`src/rtl/calc_sequencer.sv`:
```
// Operand-entry / calculation sequencer: collects NUM_OPERANDS writes, then CALC and DONE.
// Optional macro CALC_SEQ_NEXT_SYNC_EN adds a two-flop synchroniser on `next`.
module calc_sequencer #(
  parameter int NUM_OPERANDS = 2,
  parameter int ADDR_W       = 2,
  parameter int MODE_W       = 3,
  parameter int MS_OUT_W     = 4
) (
  input  logic                CLK,
  input  logic                clear,
  input  logic                next,
  input  logic [MODE_W-1:0]   MS,
  output logic [MS_OUT_W-1:0] MS_out,
  output logic                WE,
  output logic [ADDR_W-1:0]   W_addr,
  output logic [1:0]          LEDsel,
  output logic                Done_out
);

  typedef enum logic [2:0] {
    IDLE_IN = 3'b000,
    LOAD    = 3'b001,
    CALC    = 3'b010,
    DONE    = 3'b100
  } state_t;

  localparam logic [ADDR_W-1:0] LAST_IDX = ADDR_W'(NUM_OPERANDS - 1);

  state_t              state_q, state_d;
  logic [ADDR_W-1:0]   idx_q, idx_d;
  logic [MODE_W-1:0]   mode_q, mode_d;
  logic                next_prev_q;
  logic                next_s;
  logic                press;

`ifdef CALC_SEQ_NEXT_SYNC_EN
  logic sync1_q, sync2_q;

  // Synchroniser resets high so a button held through clear looks like "already pressed".
  always_ff @(posedge CLK or posedge clear) begin
    if (clear) begin
      sync1_q <= 1'b1;
      sync2_q <= 1'b1;
    end else begin
      sync1_q <= next;
      sync2_q <= sync1_q;
    end
  end

  assign next_s = sync2_q;
`else
  assign next_s = next;
`endif

  assign press = next_s & ~next_prev_q;

  always_comb begin
    state_d = state_q;
    idx_d   = idx_q;
    mode_d  = mode_q;
    case (state_q)
      IDLE_IN: if (press) state_d = LOAD;
      LOAD: begin
        if (idx_q == LAST_IDX) begin
          state_d = CALC;
        end else begin
          idx_d   = idx_q + ADDR_W'(1);
          state_d = IDLE_IN;
        end
      end
      CALC: begin
        if (press) begin
          mode_d  = MS;
          state_d = DONE;
        end
      end
      DONE: begin
        if (press) begin
          idx_d   = '0;
          state_d = IDLE_IN;
        end
      end
      default: begin
        state_d = IDLE_IN;
        idx_d   = '0;
      end
    endcase
  end

  always_ff @(posedge CLK or posedge clear) begin
    if (clear) begin
      state_q     <= IDLE_IN;
      idx_q       <= '0;
      mode_q      <= '0;
      next_prev_q <= 1'b1;
    end else begin
      state_q     <= state_d;
      idx_q       <= idx_d;
      mode_q      <= mode_d;
      next_prev_q <= next_s;
    end
  end

  // Moore decode straight from the state register so clear removes WE without waiting for a clock.
  always_comb begin
    WE       = 1'b0;
    W_addr   = idx_q;
    LEDsel   = 2'b00;
    MS_out   = '0;
    Done_out = 1'b0;
    case (state_q)
      IDLE_IN: ;
      LOAD:    WE = 1'b1;
      CALC: begin
        LEDsel = 2'b01;
        MS_out = MS_OUT_W'(MS);
      end
      DONE: begin
        LEDsel   = 2'b10;
        MS_out   = MS_OUT_W'(mode_q);
        Done_out = 1'b1;
      end
      default: ;
    endcase
  end

endmodule

```
`config.mk`:
```
export PLATFORM = sky130hd
export DESIGN_NAME = calc_sequencer
export DESIGN_NICKNAME = d
export VERILOG_FILES = /design/src/rtl/calc_sequencer.sv
export SDC_FILE = /design/constraint.sdc
export NUM_CORES = 1
export LEC_CHECK = 0
export CORE_MARGIN = 5
export CORE_UTILIZATION = 38
export CTS_CLUSTER_SIZE = 24
export DETAILED_ROUTE_END_ITERATION = 10
export GPL_TIMING_DRIVEN = 1
export PLACE_DENSITY = 0.7
export SLEW_MARGIN = 20
export SYNTH_ARGS = -nofsm -noshare
export SYNTH_HDL_FRONTEND = slang
export SYNTH_SLANG_ARGS = --single-unit
```
`constraint.sdc`:
```
create_clock -name CLK -period 1.3 [get_ports CLK]
set_input_delay 0.13 -clock CLK [delete_from_list [all_inputs] [get_ports CLK]]
set_output_delay 0.13 -clock CLK [all_outputs]
set_load 0.01 [all_outputs]
```
==> flow_summary.rst <==
.. list-table::
   :header-rows: 1

   * - Metric
     - Value
   * - Fraction of power spent switching nets
     - 33.8%
   * - Final net count
     - 82
   * - Number of violations of the max-capacitance limit
     - 0
   * - Yosys top cell by area
     - dfrtp_1
   * - Count of mapped cells out of synthesis
     - 42
   * - Area of the multi-input gates
     - between 200 and 300 um2
   * - Relative contribution of sequential cells to total power
     - a little under a third
   * - Initial core utilization
     - approximately two fifths
   * - Number of hold-slack violations in the final timing report
     - 0
   * - Register area
     - 228 um2
   * - Remaining number of nets flagged by the antenna check after routing
     - 0
   * - Fill cells
     - approximately 110
   * - Count of pins on the block boundary
     - 16
   * - Fraction of layout instances using a drive strength above 1
     - between 50% and 60%
   * - Result of the run
     - complete, but fails checks
   * - Remaining design rule violation count
     - 0
   * - Power Internal
     - 1.04 mW
   * - Post-synthesis area per instance
     - around 12 um2
   * - Detail-routed via count per cell
     - 4.72
   * - Sink count of the clock tree
     - 9
   * - Detailed-router iteration count before antenna repair
     - 2
   * - Deepest clock path buffer count
     - 2
   * - CTS tree
     - built
   * - Starting DRT DRC Count
     - 3
   * - Reg2reg setup slack
     - -0.14 ns
   * - Proportion of synthesized chip area in sequential cells
     - 45.1%
   * - Shortest period the worst path allows
     - 1.49 ns
   * - Capturing point of the worst reg2reg path
     - mode_q[2]$_DFFE_PP0P_
   * - Hold crit path type
     - in -> async
   * - Average wire per standard cell
     - between 10 and 15 um
   * - DP HPWL
     - around 740 um
   * - F_max
     - 671 MHz
   * - Synth cell types
     - 22
   * - Number of global-route vias before repair
     - 410
   * - Slew Limit Fails
     - 0
   * - Growth of design area from synthesis to finish
     - 59.6%
   * - Wire length of the first global-routing pass
     - 1820 um
   * - Clk slew on worst S/H paths
     - about 0.060 ns
   * - Count of inserted antenna diode cells
     - 0
   * - Clock latency reported for the late side of the worst-skew pair
     - about 0.26 ns
   * - Post-CTS Hold Fix Bufs
     - 0
   * - Global route overflow
     - 0
   * - Die area
     - 2150 um2
   * - Lkg Pwr
     - roughly 0.42 nW
   * - Switching power total
     - about 0.53 mW
   * - Die Y
     - 46.3 um
   * - Floorplan Core Area
     - between 1000 and 1500 um2
   * - Post-route setup TNS
     - -1.10 ns
   * - Count of input and output buffers
     - 14
   * - Arrival time at the worst endpoint
     - around 1.4 ns
   * - Yosys top cell area share
     - ~40%
   * - Critical path start-end classification
     - reg -> out
   * - R2R Path Start
     - state_q[2]$_DFFE_PP0P_
   * - Clock tree root driver cell
     - clkbuf_4
   * - Number of core rows
     - 13
   * - Failing checks
     - setup timing
   * - H-tree Lvls
     - 1
   * - Maximum fanout along the worst path
     - 4
   * - Part of the total power dissipated in combinational logic
     - between 50% and 60%
   * - Launching element type of the critical path
     - flop
   * - Setup violations, final
     - 12
   * - Relative contribution of the clock network to total power
     - about an eighth
   * - Maximum resistive drop on vdd
     - about 0.00093 V
   * - Final clock period utilization by the worst path
     - 115%
   * - R2r worst-path depth
     - 5
   * - Number of antenna violations at the first check in global routing
     - 0
   * - Crit path setup slack, layout
     - -0.190 ns
   * - Number of flip-flops and latches in the synthesized netlist
     - 9
   * - Synthesized Nets
     - 49
   * - Post-Syn Area
     - roughly 500 um2
   * - Pin count of the biggest net entering global routing
     - 10
   * - Die outline width
     - about 46 um
   * - Unrepaired setup endpoints after global routing
     - yes
   * - Routability cong.
     - just over 0.7
   * - Via count
     - 420
   * - GRT Overall Usage
     - approximately an eighth
   * - PD cells
     - about 2000 nW/um2
   * - Post-Place Setup Slack
     - -0.333 ns
   * - Total Routed Length
     - roughly 1100 um
   * - Clock buffers created by TritonCTS
     - 3
   * - Setup crit end kind
     - primary output
   * - Number of warning messages in the yosys log
     - 0
   * - Cell types occupying the most area after synthesis
     - dfrtp_1 40%, mux2_4 9.0%, dfstp_2 5.2%
   * - Largest clock skew in the final design
     - 0.00617 ns
   * - Worst EP required
     - around 1.2 ns
worst max-delay path by stage:
stage / start / end / slack (ns)
floorplan: state_q[0]$_DFFE_PP0P_ / mode_q[0]$_DFFE_PP0P_ / 0.008
finish: state_q[2]$_DFFE_PP0P_ / MS_out[2] / -0.19
detailed placement: state_q[0]$_DFFE_PP0P_ / MS_out[2] / -0.33
global route: state_q[1]$_DFFE_PP0P_ / MS_out[2] / -0.28
global placement: state_q[0]$_DFFE_PP0P_ / MS_out[2] / -0.29
CTS: state_q[0]$_DFFE_PP0P_ / MS_out[2] / -0.17
synth_stat cells:
cell      count
a21oi_1       1
a221oi_1      1
a22o_1        3
buf_4         2
buf_6         2
conb_1        1
dfrtp_1       8
dfstp_2       1
ha_1          1
inv_1         2
mux2_4        3
mux2i_1       1
nand2_1       2
nand2b_1      2
nand2b_4      1
nand3b_1      2
nor2_1        3
nor3b_1       2
nor3b_2       1
nor3b_4       1
nor4_1        1
o22ai_1       1
kinds of logic (layout without fill, tap and decap cells):
logic type	after synthesis	count (layout)	share of synthesized area (%)
simple gates	15	15	22.4
flops	9	9	45.1
compound gates	6	6	9.23
buf+inv	6	38	8.98
mux	4	4	11.0
fa+ha+maj	1	1	2.49
other cells	1	1	0.747
flip-flops by register name, indices dropped and copies added (netlist names):
signal       count
next_prev_q      1
state_q          3
W_addr           2
mode_q           3
power groups by stage:
stage / logic, mW / clock network (mW) / registers (mW)
floorplan: 0.458 / 0 / 0.472
global placement: 0.764 / 0 / 0.467
detailed placement: 0.773 / 0 / 0.472
CTS: 0.867 / 0.217 / 0.475
global route: 0.976 / 0.244 / 0.489
finish: 0.892 / 0.205 / 0.477
stage by stage:
stage                     hold WS, ns  instances  cell area (um2)  total power [mW]  utilization [%]
final                           0.121         89              801              1.57             63.1
after global routing            0.126         89              801              1.71             63.1
after CTS                       0.123         88              781              1.56             61.5
after detailed placement        0.405         77              698              1.25             55.0
after global placement          0.398         77              698              1.23             55.0
after floorplan               -0.0428         42              502             0.930                -
placed cells by master (no fill, tap or decap), types with 2 or more instances in the layout:
cell | netlist | routed
a22o_1 | 3 | 3
buf_2 | 0 | 5
buf_4 | 2 | 16
buf_6 | 2 | 4
clkbuf_4 | 0 | 3
clkdlybuf4s50_1 | 0 | 5
dfrtp_1 | 8 | 7
inv_1 | 2 | 2
mux2_4 | 3 | 3
nand2_1 | 2 | 2
nand2b_1 | 2 | 2
nand3b_1 | 2 | 2
nor2_1 | 3 | 3
nor3b_4 | 1 | 3
metal layers:
metal	vias to the layer above	share of wire (%)	GRT usage, %
li1	209	-	-
met1	200	40	13.9
met2	11	53	21.2
met3	0	6.7	7.03
met4	0	0	3.41
met5	-	0	0
what timing repair did:
item                       CTS  global route
resized for setup           37             3
pin swaps                    4             3
buffers inserted             7             2
setup endpoints to repair   11            14
cell type report:
| cell class | count | area share [%] |
|---|---|---|
| timing repair buffer | 32 | 32.7 |
| multi-input combinational | 27 | 32.3 |
| sequential | 9 | 28.4 |
| clock buffer | 4 | 3.28 |
| tap | 15 | 2.34 |
| inverter | 2 | 0.938 |
critical path: stages (launching register included):
cell	delay, ns
dfrtp_1	0.42
nor3b_4	0.27
buf_4	0.15
a22o_1	0.13
buf_2	0.13
Power figures use the tool's default switching activity.
